===== config.mk =====
export PLATFORM = sky130hd
export DESIGN_NAME = ahb_qspi_xip_ctrl_flat
export DESIGN_NICKNAME = d
export VERILOG_FILES = /design/src/rtl/qspi_xip_pkg.sv /design/src/rtl/ahb_qspi_xip_ctrl_if.sv /design/src/rtl/qspi_xip_shifter.sv /design/src/rtl/ahb_qspi_xip_ctrl.sv /design/src/flat_wrapper.sv
export SDC_FILE = /design/constraint.sdc
export NUM_CORES = 1
export LEC_CHECK = 0
export CORE_ASPECT_RATIO = 1.2
export CORE_UTILIZATION = 50
export DETAILED_ROUTE_END_ITERATION = 12
export PLACE_DENSITY = 0.86
export SYNTH_ARGS = -nofsm -noshare
export SYNTH_HDL_FRONTEND = slang
export SYNTH_SLANG_ARGS = --single-unit
export TNS_END_PERCENT = 10

===== constraint.sdc =====
create_clock -name HCLK -period 2.2 [get_ports HCLK]
set_input_delay 0.55 -clock HCLK [delete_from_list [all_inputs] [get_ports HCLK]]
set_output_delay 0.55 -clock HCLK [all_outputs]
set_load 0.05 [all_outputs]

===== src/rtl/qspi_xip_pkg.sv =====
// Shared types and constants for the AHB-to-QSPI execute-in-place read controller.
package qspi_xip_pkg;

  typedef enum logic [2:0] {
    IDLE,
    CMD,
    ADDR,
    MODE,
    DUMMY,
    DATA,
    DONE
  } xip_state_e;

  // SCK cycles spent in each phase of a Fast-Read-Quad-I/O transaction
  localparam logic [3:0] CMD_CYC  = 4'd8;
  localparam logic [3:0] ADDR_CYC = 4'd6;
  localparam logic [3:0] MODE_CYC = 4'd2;
  localparam logic [3:0] DATA_CYC = 4'd8;

  localparam int unsigned DEF_DUMMY_CLKS = 4;
  localparam logic [7:0]  DEF_OPCODE     = 8'hEB;
  localparam logic [7:0]  DEF_MODE       = 8'hFF;

  function automatic logic [31:0] bswap32(input logic [31:0] w);
    return {w[7:0], w[15:8], w[23:16], w[31:24]};
  endfunction

endpackage


===== src/rtl/ahb_qspi_xip_ctrl_if.sv =====
// AHB-Lite read-slot signals of the flash region, grouped for the XIP controller.
interface ahb_qspi_xip_ctrl_if;

  logic        HSEL;
  logic        HREADY;
  logic [1:0]  HTRANS;
  logic        HWRITE;
  logic [31:0] HADDR;
  logic        HREADYOUT;
  logic [31:0] HRDATA;

  modport master (
    output HSEL, HREADY, HTRANS, HWRITE, HADDR,
    input  HREADYOUT, HRDATA
  );

  modport slave (
    input  HSEL, HREADY, HTRANS, HWRITE, HADDR,
    output HREADYOUT, HRDATA
  );

endinterface


===== src/rtl/qspi_xip_shifter.sv =====
// SCK = HCLK/2 generator with command/address shift-out, nibble shift-in and phase cycle counter.
module qspi_xip_shifter
  import qspi_xip_pkg::*;
#(
  parameter logic [7:0] CMD_OPCODE = DEF_OPCODE,
  parameter logic [7:0] MODE_BYTE  = DEF_MODE
) (
  input  logic        HCLK,
  input  logic        HRESET,
  input  logic        start,
  input  logic [23:0] addr,
  input  xip_state_e  state,
  input  logic [3:0]  cnt_ld,
  input  logic [3:0]  din,
  output logic [3:0]  dout,
  output logic        douten,
  output logic        sck,
  output logic        cyc_end,
  output logic        xfer_end,
  output logic [31:0] rx_word
);

  logic        run;
  logic        ph;
  logic        rx_done;
  logic [3:0]  cnt;
  logic [7:0]  cmd_sr;
  logic [31:0] tx_sr;

  assign run      = state inside {CMD, ADDR, MODE, DUMMY, DATA};
  assign cyc_end  = run && ph && !rx_done && (cnt == 4'd0);
  assign xfer_end = run && ph && rx_done;

  // ph=0: next edge drives sck low and shifts out; ph=1: next edge drives sck high and samples din
  always_ff @(posedge HCLK) begin
    if (HRESET || (!start && !run)) begin
      ph      <= 1'b0;
      rx_done <= 1'b0;
      sck     <= 1'b0;
      dout    <= 4'h0;
      douten  <= 1'b0;
      cnt     <= 4'd0;
      cmd_sr  <= 8'h00;
      tx_sr   <= 32'h0;
      if (HRESET) rx_word <= 32'h0;
    end else if (start) begin
      ph      <= 1'b0;
      rx_done <= 1'b0;
      sck     <= 1'b0;
      cnt     <= CMD_CYC - 4'd1;
      cmd_sr  <= CMD_OPCODE;
      tx_sr   <= {addr, MODE_BYTE};
    end else if (!ph) begin
      sck    <= 1'b0;
      ph     <= 1'b1;
      douten <= state inside {CMD, ADDR, MODE};
      case (state)
        CMD: begin
          dout   <= {3'b110, cmd_sr[7]};
          cmd_sr <= {cmd_sr[6:0], 1'b0};
        end
        ADDR, MODE: begin
          dout  <= tx_sr[31:28];
          tx_sr <= {tx_sr[27:0], 4'h0};
        end
        default: dout <= 4'h0;
      endcase
    end else if (!rx_done) begin
      sck <= 1'b1;
      ph  <= 1'b0;
      if (state == DATA) rx_word <= {rx_word[27:0], din};
      if (cnt == 4'd0) begin
        cnt <= cnt_ld;
        if (state == DATA) rx_done <= 1'b1;
      end else begin
        cnt <= cnt - 4'd1;
      end
    end
  end

endmodule


===== src/rtl/ahb_qspi_xip_ctrl.sv =====
// Read-only AHB-Lite slave: each accepted read fetches one 32-bit word via a quad I/O 0xEB flash read.
module ahb_qspi_xip_ctrl
  import qspi_xip_pkg::*;
#(
  parameter logic [7:0]  CMD_OPCODE = DEF_OPCODE,
  parameter logic [7:0]  MODE_BYTE  = DEF_MODE,
  parameter int unsigned DUMMY_CLKS = DEF_DUMMY_CLKS
) (
  input  logic               HCLK,
  input  logic               HRESET,
  ahb_qspi_xip_ctrl_if.slave ahb,
  input  logic [3:0]         din,
  output logic [3:0]         dout,
  output logic               douten,
  output logic               sck,
  output logic               ce_n
);

  // state | meaning
  // IDLE  | no transfer, bus ready
  // CMD   | opcode shifted serially on dout[0]
  // ADDR  | 24-bit word address, one nibble per SCK
  // MODE  | mode byte, continuous read left disabled
  // DUMMY | bus turnaround, outputs released
  // DATA  | eight nibbles captured, then one closing SCK-low cycle
  // DONE  | word returned, ce_n high, new read may be accepted

  localparam logic [3:0] DUMMY_LD = 4'(DUMMY_CLKS - 1);

  xip_state_e  state, state_nxt;
  logic        accept;
  logic        start;
  logic        cyc_end;
  logic        xfer_end;
  logic [3:0]  cnt_ld;
  logic [31:0] rx_word;
  logic [31:0] hrdata_q;
  logic        unused_ahb;

  assign accept     = ahb.HSEL & ahb.HREADY & ahb.HTRANS[1] & ~ahb.HWRITE;
  assign start      = accept && (state == IDLE || state == DONE);
  assign unused_ahb = ^{ahb.HADDR[31:24], ahb.HADDR[1:0], ahb.HTRANS[0]};

  always_ff @(posedge HCLK) begin
    if (HRESET) state <= IDLE;
    else        state <= state_nxt;
  end

  always_comb begin
    state_nxt = state;
    cnt_ld    = 4'd0;
    case (state)
      IDLE:  if (start) state_nxt = CMD;
      CMD:   if (cyc_end) begin state_nxt = ADDR;  cnt_ld = ADDR_CYC - 4'd1; end
      ADDR:  if (cyc_end) begin state_nxt = MODE;  cnt_ld = MODE_CYC - 4'd1; end
      MODE:  if (cyc_end) begin state_nxt = DUMMY; cnt_ld = DUMMY_LD;        end
      DUMMY: if (cyc_end) begin state_nxt = DATA;  cnt_ld = DATA_CYC - 4'd1; end
      DATA:  if (xfer_end) state_nxt = DONE;
      DONE:  state_nxt = start ? CMD : IDLE;
      default: state_nxt = IDLE;
    endcase
  end

  always_comb begin
    ahb.HREADYOUT = 1'b1;
    ce_n          = 1'b1;
    case (state)
      CMD, ADDR, MODE, DUMMY, DATA: begin
        ahb.HREADYOUT = 1'b0;
        ce_n          = 1'b0;
      end
      default: ;
    endcase
  end

  always_ff @(posedge HCLK) begin
    if (HRESET)                         hrdata_q <= 32'h0;
    else if (state == DATA && xfer_end) hrdata_q <= bswap32(rx_word);
  end

  assign ahb.HRDATA = hrdata_q;

  qspi_xip_shifter #(
    .CMD_OPCODE (CMD_OPCODE),
    .MODE_BYTE  (MODE_BYTE)
  ) u_shifter (
    .HCLK     (HCLK),
    .HRESET   (HRESET),
    .start    (start),
    .addr     ({ahb.HADDR[23:2], 2'b00}),
    .state    (state),
    .cnt_ld   (cnt_ld),
    .din      (din),
    .dout     (dout),
    .douten   (douten),
    .sck      (sck),
    .cyc_end  (cyc_end),
    .xfer_end (xfer_end),
    .rx_word  (rx_word)
  );

endmodule


===== src/flat_wrapper.sv =====
// flat-port wrapper written by rule: the top's interface ports become plain ports
module ahb_qspi_xip_ctrl_flat import qspi_xip_pkg::*;
#(
  parameter logic [7:0]  CMD_OPCODE = DEF_OPCODE,
  parameter logic [7:0]  MODE_BYTE  = DEF_MODE,
  parameter int unsigned DUMMY_CLKS = DEF_DUMMY_CLKS
)
  (HCLK, HRESET, din, dout, douten, sck, ce_n, ahb_HSEL, ahb_HREADY, ahb_HTRANS, ahb_HWRITE, ahb_HADDR, ahb_HREADYOUT, ahb_HRDATA);
  ahb_qspi_xip_ctrl_if ahb_i ();
  input  logic HCLK;
  input  logic HRESET;
  input  logic [3:0] din;
  output logic [3:0] dout;
  output logic douten;
  output logic sck;
  output logic ce_n;
  input wire logic [$bits(ahb_i.HSEL)-1:0] ahb_HSEL;
  input wire logic [$bits(ahb_i.HREADY)-1:0] ahb_HREADY;
  input wire logic [$bits(ahb_i.HTRANS)-1:0] ahb_HTRANS;
  input wire logic [$bits(ahb_i.HWRITE)-1:0] ahb_HWRITE;
  input wire logic [$bits(ahb_i.HADDR)-1:0] ahb_HADDR;
  output wire logic [$bits(ahb_i.HREADYOUT)-1:0] ahb_HREADYOUT;
  output wire logic [$bits(ahb_i.HRDATA)-1:0] ahb_HRDATA;
  assign ahb_i.HSEL = ahb_HSEL;
  assign ahb_i.HREADY = ahb_HREADY;
  assign ahb_i.HTRANS = ahb_HTRANS;
  assign ahb_i.HWRITE = ahb_HWRITE;
  assign ahb_i.HADDR = ahb_HADDR;
  assign ahb_HREADYOUT = ahb_i.HREADYOUT;
  assign ahb_HRDATA = ahb_i.HRDATA;
  ahb_qspi_xip_ctrl #(.CMD_OPCODE(CMD_OPCODE), .MODE_BYTE(MODE_BYTE), .DUMMY_CLKS(DUMMY_CLKS)) u_core (.HCLK(HCLK), .HRESET(HRESET), .ahb(ahb_i), .din(din), .dout(dout), .douten(douten), .sck(sck), .ce_n(ce_n));
endmodule

==> metrics.md, run 1 <==
| Metric | Value |
|---|---|
| Final period util | `around 97%` |
| WL met2 | `4840 um` |
| Drt first pass iters | `4` |
| Clock Skew | `between 0.01 and 0.015 ns` |
| Yosys warns | `0` |
| Seq/Total Area, Yosys | `approximately 57%` |
| Top delay family on crit path | `buffers and inverters` |
| Slew headroom | `59.6%` |
| DRT Wirelength | `~9500 um` |
| CTS resizes | `2` |
| VDD IR-drop max | `0.388 mV` |
| Top-area cell type share of the netlist area | `~36%` |
| Asr flop ratio synth | `0%` |
| Synth cell types | `49` |
| Post-layout minimum cycle time | `around 2.1 ns` |
| Die Ht | `between 100 and 150 um` |
| CTS root buf | `clkbuf_8` |
| Per-cell routed wire length | `14.5 um` |
| Number of synthesized flops with an enable pin | `32` |
| Syn_area_per_cell | `9.48 um^2` |
| Core area | `8610 um^2` |
| CP required | `1.65 ns` |
| FMAX | `0.469 GHz` |
| H-tree levels | `3` |
| Clk_lat worst skew | `0.39 ns` |
| Met1 wire length | `3980 um` |
| Clock slew at reported path FFs | `0.11 ns` |
| WP buf/inv | `1` |
| CP startpoint kind | `flop` |
| Max Used Layer | `met4` |
| Final Instance Area | `5590 um^2` |
| Routability Congestion | `approximately 0.80` |
| Crit-path cells | `clkdlybuf4s50_1` |
| Synth-to-layout area growth | `25.0%` |
| Overflow after GRT | `0` |
| Starting Density | `52.0%` |
| Num rows | `37` |
| CTS Buf Count | `9` |
| Final number of hold-violating endpoints | `0` |
| CTS tree | `done` |
| TritonCTS Sinks | `~110` |
| Clock buffer depth | `2` |
| I/O pin count | `83` |
| Setup violators final | `0` |
| Nets | `580` |
| Die Wd | `88.4 um` |
| I/O Buffers | `a little over 70` |
| HPWL Detailed | `6310 um` |
| First-pass GRT wire length | `15,400 um` |
| Largest cells by area after synthesis | `dfxtp_1 (36%), edfxtp_1 (21%), nand2_1 (9.6%), a21oi_1 (7.2%), and2_1 (4.9%)` |
| Antenna Nets Post-Route | `0` |
| TNS Setup | `0 ns` |
| Leading area contributor after synthesis | `dfxtp_1` |
| Most common flop cell mapped by yosys | `dfxtp_1` |
| HP Class | `flop to flop` |
| Crit path DAT | `1.58 ns` |
| Yosys reg bits | `112` |
| CP max-delay cell | `clkdlybuf4s50_1` |
| # Max-Cap Violations | `0` |
| Iteration-0 DRC Markers | `215` |
| Routed met3 length | `468 um` |
| Layout cells sized above 1 | `under 10%` |
| CP Max Fanout | `2` |
| CP peak stage delay | `0.83 ns` |
| Largest net degree at the start of global routing | `34` |
| Vias in the first global route | `3,391` |
| Setup bufs post-CTS | `0` |
| Syn nets | `517` |
| Worst Max-Slew Pin Slew | `0.605 ns` |
| # fillers | `698` |
| CTS Hold Bufs | `0` |
| Vias | `3,592` |
| Initial antenna violation count | `0` |
| Overall routing resource usage | `21.3%` |
| Outcome | `completed` |
| Placed cell areas | `5390 um^2` |
| CP endpoint kind | `output pin` |
| Die area | `just over 9000 um^2` |
| Pwr per Cell Area | `~650 nW/um^2` |
| N_diodes | `0` |
| Static leakage power | `1.84 nW` |
| Cell area after technology mapping | `around 4500 um^2` |
| Critical path class | `flop to output pin` |
| DRC | `0` |
| Max-slew violation count | `0` |
| Unrepaired setup endpoints after global routing | `no` |
| Mapped Cells | `472` |
| Post-DR vias/cell | `5.47` |
| Final Power | `0.00364 W` |
-- power breakdown --
part / internal (W) / switching, W / total (W) / leakage (nW)
clock network: 0.000447 / 0.000772 / 0.00122 / 0.0942
registers: 0.00215 / 0.0000244 / 0.00218 / 0.976
logic: 0.000118 / 0.000126 / 0.000244 / 0.767
-- area by class of cell --
| class | count | area, um^2 | share of cell area (%) |
|---|---|---|---|
| timing repair buffer | 88 | 943 | 16.9 |
| clock inverter | 7 | 73.8 | 1.32 |
| inverter | 4 | 15.0 | 0.268 |
| multi-input combinational | 320 | 1730 | 30.9 |
| sequential | 112 | 2560 | 45.9 |
| clock buffer | 9 | 124 | 2.21 |
| tap | 117 | 146 | 2.62 |
-- state kept, by name, indices dropped and copies added (netlist names) --
register                  count
u_core.state                  3
u_core.u_shifter.ph           1
u_core.u_shifter.tx_sr       25
u_core.u_shifter.cnt          4
u_core.u_shifter.rx_done      1
u_core.u_shifter.rx_word     32
u_core.u_shifter.sck          1
u_core.u_shifter.dout         4
u_core.u_shifter.douten       1
u_core.u_shifter.cmd_sr       8
u_core.ahb.HRDATA            32
-- logic make-up after synthesis --
kind of cell,share of synthesized area [%]
and+or+nand+nor,19.9
AOI/OAI and AO/OA,16.8
DFF,57.3
buffers and inverters,4.39
xor gates and xnor gates,0.559
muxes,0.475
adders and majority gates,0.559
-- through the flow --
step | instances | utilization [%] | worst slack [ns] | hold slack [ns]
after floorplan | 472 | - | 0.174 | 0.432
after global placement | 641 | 62.6 | 0.0690 | 0.442
after detailed placement | 641 | 62.6 | -0.0197 | 0.447
after CTS | 657 | 64.9 | 0.0182 | 0.464
after global routing | 657 | 65.0 | 0.0164 | 0.477
final | 657 | 65.0 | 0.0692 | 0.463
-- layer usage --
metal / GRT usage, % / vias to the layer above
met5: 0 / -
met4: 10.1 / 0
met3: 4.15 / 22
met2: 35.7 / 94
met1: 25.8 / 1722
li1: - / 1754
-- synthesized netlist by cell type (4+ instances only) --
| master | count |
|---|---|
| a31oi_1 | 9 |
| and2_1 | 35 |
| edfxtp_1 | 32 |
| buf_2 | 16 |
| buf_4 | 7 |
| nor2b_1 | 4 |
| a21oi_1 | 64 |
| a22oi_1 | 17 |
| o21ai_1 | 7 |
| nor2_1 | 20 |
| nand2_1 | 114 |
| dfxtp_1 | 80 |
| o21ai_0 | 6 |
| clkbuf_1 | 13 |
-- cells in the final DEF, fill, tap and decap left out, types with 9 or more instances in the layout --
cell             synthesis  routed
nand2_1                114     114
dfxtp_1                 80      78
clkdlybuf4s50_1          0      68
a21oi_1                 64      64
and2_1                  35      35
edfxtp_1                32      32
nor2_1                  20      20
a22oi_1                 17      17
buf_4                    7      11
a31oi_1                  9       9
clkbuf_8                 0       9
buf_12                   0       9
-- path summary, 6_finish.rpt --
path	startpoint	end	slack, ns	cells after the start
setup / recovery	u_core.ahb.HRDATA[30]	ahb_HRDATA[30]	0.07	1
hold / removal	u_core.ahb.HRDATA[6]	u_core.ahb.HRDATA[6]	0.46	2
setup reg to reg	u_core.state[0]	u_core.ahb.HRDATA[25]	0.23	5
hold reg to reg	u_core.ahb.HRDATA[6]	u_core.ahb.HRDATA[6]	0.46	2
Note: power is estimated with default switching activity, not from simulation.
==> run 2: changes to the inputs <==
--- a/config.mk
+++ b/config.mk
@@ -6,6 +6,7 @@
 export NUM_CORES = 1
 export LEC_CHECK = 0
 export CORE_ASPECT_RATIO = 1.2
+export CORE_MARGIN = 4
 export CORE_UTILIZATION = 50
 export DETAILED_ROUTE_END_ITERATION = 12
 export PLACE_DENSITY = 0.86
==> run 2 against run 1 <==
Sequential power about the same. Utilization shrank 0.55 points. Highest routed layer unchanged. Register-to-register slack got worse by 0.03 ns. Non-clock buffer count unchanged. Largest cell class unchanged. Via count down 1.1%. Critical path type unchanged. Final area decreased by 0.31%. Combinational power barely moved. Worst setup slack better by 0.018 ns.
==> metrics.md, run 2 (same netlist as run 1, synthesis figures left out) <==
| Metric | Value |
|---|---|
| Post-layout minimum cycle time | `2.11 ns` |
| I/O pin count | `just over 80` |
| Final number of hold-violating endpoints | `0` |
| Crit-path cells | `clkdlybuf4s50_1` |
| TritonCTS Sinks | `112` |
| P_sw | `0.000841 W` |
| Die area | `10,500 um^2` |
| Vias in the first global route | `3,586` |
| N_diodes | `0` |
| Vias | `3,554` |
| Routability Congestion | `around 0.8` |
| Synth-to-layout area growth | `24.6%` |
| Clock slew at reported path FFs | `0.10 ns` |
| Unrepaired setup endpoints after global routing | `no` |
| Static leakage power | `1.83 nW` |
| Pwr per Cell Area | `635 nW/um^2` |
| First-pass GRT wire length | `~16,000 um` |
| Overall routing resource usage | `18.7%` |
| Outcome | `completed` |
| CTS Buf Count | `9` |
| FMAX | `0.473 GHz` |
| CTS tree | `done` |
| CP startpoint kind | `flop` |
| Drt first pass iters | `4` |
| VDD IR-drop max | `0.391 mV` |
| HP Class | `flop to flop` |
| Antenna Nets Post-Route | `0` |
| Largest net degree at the start of global routing | `39` |
| TNS Setup | `0 ns` |
| CP peak stage delay | `0.82 ns` |
| Internal power | `~0.0027 W` |
| Iteration-0 DRC Markers | `~260` |
| Layout cells sized above 1 | `under 10%` |
| H-tree levels | `3` |
| Core area | `roughly 8700 um^2` |
| DRT Wirelength | `roughly 9400 um` |
| Commonest non-fill, non-tap cell in the layout | `nand2_1` |
| Clk_lat worst skew | `0.38 ns` |
| WP buf/inv | `1` |
| Overflow after GRT | `0` |
| Clock Power Share | `approximately a third` |
| DRC | `0` |
| Sequential power share | `approximately three fifths` |
| CP max-delay cell | `clkdlybuf4s50_1` |
| Nets | `580` |
| Most frequent cells in the layout | `nand2_1 (114), dfxtp_1 (80), clkdlybuf4s50_1 (68), a21oi_1 (64), and2_1 (35)` |
| Clock Skew | `approximately 0.017 ns` |
| Post-DR vias/cell | `5.41` |
| CP endpoint kind | `output pin` |
| Max-slew violation count | `0` |
| Finished Layout Cells | `657` |
| # Max-Cap Violations | `0` |
| CP required | `1.65 ns` |
| Comb pwr share | `between 6 and 7%` |
| Setup violators final | `0` |
| Crit path DAT | `1.56 ns` |
| Top delay family on crit path | `buffers and inverters` |
| Per-cell routed wire length | `14.3 um` |
| Placed cells | `between 600 and 700` |
| HPWL Detailed | `6420 um` |
| CTS root buf | `clkbuf_8` |
| Initial antenna violation count | `0` |
| Worst Max-Slew Pin Slew | `~0.63 ns` |
| Clock buffer depth | `2` |
| Final period util | `between 90 and 100%` |
| I/O Buffers | `71` |
| Starting Density | `51.7%` |
| Critical path class | `flop to output pin` |
| Die Wd | `94.4 um` |
| Num rows | `37` |
| Die Ht | `112 um` |
| CP Max Fanout | `2` |
| Slew headroom | `approximately three fifths` |
| Sw frac | `23.7%` |
| CTS Hold Bufs | `0` |
run 2: through the flow:
| stage | util, % | area (um^2) | setup WS (ns) | hold WS (ns) | power [W] |
|---|---|---|---|---|---|
| after floorplan | - | 4470 | 0.174 | 0.432 | 0.00234 |
| after global placement | 62.2 | 5390 | 0.0576 | 0.442 | 0.00246 |
| after detailed placement | 62.2 | 5390 | 0.00150 | 0.447 | 0.00246 |
| after CTS | 64.4 | 5570 | 0.0149 | 0.459 | 0.00357 |
| after global routing | 64.4 | 5580 | 0.0243 | 0.481 | 0.00369 |
| final | 64.4 | 5580 | 0.0869 | 0.453 | 0.00354 |
run 2: power groups by stage:
stage	clock, W	sequential [W]	combinational (W)
after floorplan	0	0.00222	0.000128
after global placement	0	0.00222	0.000235
after detailed placement	0	0.00222	0.000240
after CTS	0.00116	0.00218	0.000243
after global routing	0.00125	0.00218	0.000261
final	0.00112	0.00218	0.000242
run 2: path summary, 6_finish.rpt:
| check | start | end | slack, ns | depth (start not counted) |
|---|---|---|---|---|
| worst min-delay path | u_core.u_shifter.cmd_sr[1] | u_core.u_shifter.cmd_sr[2] | 0.45 | 2 |
| worst min register to register | u_core.u_shifter.cmd_sr[1] | u_core.u_shifter.cmd_sr[2] | 0.45 | 2 |
| worst max register to register | u_core.state[0] | u_core.ahb.HRDATA[14] | 0.20 | 5 |
| worst max-delay path | u_core.ahb.HRDATA[17] | ahb_HRDATA[17] | 0.09 | 1 |
run 2: worst register-to-register path, stage by stage, from the launching register on:
cell	delay [ns]
dfxtp_1	0.61
nor2b_1	0.58
and4_1	0.33
buf_12	0.20
nand2_1	0.09
a21oi_1	0.14
run 2: layout make-up:
type,count,area (um^2)
clock buffer,10,128
tap,117,146
inverter,4,15.0
multi-input combinational,320,1730
timing repair buffer,88,943
clock inverter,6,55.1
sequential,112,2560
fill,708,3080
run 2: what timing repair did:
item / in CTS / in global routing
endpoints found under the setup margin: 2 / 2
gates cloned: 0 / 0
gates resized for setup: 1 / 1
setup buffers: 0 / 0
run 2: routing by layer:
metal | vias up | global-route usage (%) | routed length (um)
met5 | - | 0 | 0
met4 | 0 | 7.13 | 156
met3 | 15 | 3.92 | 405
met2 | 77 | 33.1 | 4870
met1 | 1716 | 21.9 | 3950
li1 | 1746 | - | -
==> patch (settings of run 1) <==
Reset style: asynchronous (`HRESET`), changed in 2 clocked blocks.
--- a/src/rtl/ahb_qspi_xip_ctrl.sv
+++ b/src/rtl/ahb_qspi_xip_ctrl.sv
@@ -43,3 +43,3 @@
 
-  always_ff @(posedge HCLK) begin
+  always_ff @(posedge HCLK or posedge HRESET) begin
     if (HRESET) state <= IDLE;
@@ -75,3 +75,3 @@
 
-  always_ff @(posedge HCLK) begin
+  always_ff @(posedge HCLK or posedge HRESET) begin
     if (HRESET)                         hrdata_q <= 32'h0;
Formal check against the unedited RTL: differs if HRESET is asserted again (counterexample within 4 cycles, from zero or initial values and one cycle with HRESET high); with HRESET held inactive, the same outputs for 10 cycles.
==> patch against run 1 <==
Synthesized area up 0.67%. Wire length down 3.7%. Sequential cell count unchanged. First-iteration DRC count down 16%. Worst setup slack worse by 0.021 ns. Design area down 0.29%.
Power is not compared: it rests on default switching activity, and its combinational part moved more than twofold at a synthesized area within 25%.
==> patch: results (changes against run 1) <==
met2 track utilization from global routing 0.357 (+0.000549); global-route wire length before repair 15.4 mm (-0.40%); starting DRC count in detailed routing 180 (-16%); fraction of synthesized cell area in xor and xnor cells 0.00750 (+0.00191); drt wl/cell 15.7 um (+8.1%); WP data arrival 1.60 ns (+0.02 ns); Clk Latency, worst-skew pair 0.38 ns; end of the worst register-to-register path u_core.u_shifter.tx_sr[27]; startpoint of the lowest-slack register-to-register path u_core.state[1]; complex-gate fraction of the synthesized area 0.122 (-0.0464); buffer type at the clock tree root clkbuf_8; post_cts resized 0 (-2); cell family with most CP delay buffers and inverters; transition time at the pin with the least slew margin 0.549 ns (-0.0568 ns); global-route met3 utilization 0.0652 (+0.0237); post-DP HPWL 6.18 mm (-2.1%); routing usage on met1 0.258 (+0.000629); mux share of post-synthesis cell area 0.0822 (+0.0775); number of synthesized flops with an enable pin 32 (unchanged); sequential share of the synthesized area 0.608 (+0.0351); distinct cell type count of the synthesized netlist 45 (-8.2%); routability congestion estimate from global placement 0.845 (+5.1%); Fillers 681 (-2.4%); async set or reset register ratio after synthesis 0.313 (+0.313); slack of the worst reg-to-reg path 0.34 ns (+0.11 ns); pin count of the biggest net entering global routing 36 (+5.9%); setup clock skew after layout 0.0138 ns (-0.000247 ns); worst setup timing slack at the placement stage -0.132 ns (-0.112 ns); total via count after detailed routing 3196 (-11%); final-stage net count 508 (-12%); gr usage total 0.216 (+0.00323); Crit. Startpoint u_core.ahb.HRDATA[21]; biggest area contributors in the synthesized netlist edfxtp_1 (21%), dfxtp_1 (20%), dfrtp_1 (19%); capture point of the worst path ahb_HRDATA[21]; number of synthesis warnings 0 (unchanged); final worst-path setup slack 0.0481 ns (-0.0212 ns); fraction of the mapped netlist area in adder cells 0.00556 (-0.0000373); share of cells above drive strength 1 0.156 (+0.0634); number of global-route vias before repair 3260 (-3.9%); total nets after synthesis 439 (-15%); count of TritonRoute iterations in the first routing pass 7 (+3); placed inst area 5390 sq um (+0.14%); worst hold slack across all endpoints 0.459 ns (-0.00309 ns); clock buffer count from CTS 9 (unchanged); ranking of synthesized cells by instance count nand2_1 (51), dfxtp_1 (45), a21oi_1 (36); result of the run completed
patch: cell count changes after synthesis, sizes merged, moves of 5 or more:
cell	change
dfxtp	-35
nor3	+5
clkbuf	-8
mux2	+31
o21ai	+6
nand2	-63
nor2	-8
a21oi	-28
dfrtp	+35
patch: worst min path at each step:
| stage | depth (start not counted) | start | endpoint |
|---|---|---|---|
| 2_1_floorplan | 2 | u_core.u_shifter.tx_sr[30] | u_core.u_shifter.tx_sr[30] |
| 3_5_place_dp | 2 | u_core.u_shifter.cmd_sr[2] | u_core.u_shifter.cmd_sr[2] |
| 4_1_cts | 2 | u_core.u_shifter.cmd_sr[2] | u_core.u_shifter.cmd_sr[2] |
| 3_3_place_gp | 2 | u_core.u_shifter.tx_sr[31] | u_core.u_shifter.tx_sr[31] |
| 5_1_grt | 2 | u_core.u_shifter.cmd_sr[1] | u_core.u_shifter.cmd_sr[2] |
| 6_report | 2 | u_core.u_shifter.cmd_sr[2] | u_core.u_shifter.cmd_sr[2] |
patch: final cells by class:
type                    count  area (sq um)  area share
well taps                 117           146      0.0262
multi-input cells         250          1610       0.289
repair buffers             84           878       0.157
clock inverters             5          37.5     0.00673
clock buffers              11           141      0.0253
flip-flops and latches    112          2740       0.491
inverters                   6          26.3     0.00471
patch: routing by layer:
layer,vias up,part of all wire
met5,-,0
met4,0,0.021
met3,23,0.060
met2,114,0.53
met1,1542,0.39
li1,1517,-
patch: where the power goes:
part / switching, uW / internal (uW) / leakage [uW]
clock: 694 / 452 / 0.0000933
sequential: 143 / 2340 / 0.00118
combinational: 1040 / 622 / 0.000837
patch: metrics by stage:
step | util | instances
final | 0.644 | 585
after CTS | 0.644 | 585
after detailed placement | 0.623 | 569
after global placement | 0.623 | 569
after floorplan | - | 394
after global routing | 0.644 | 585
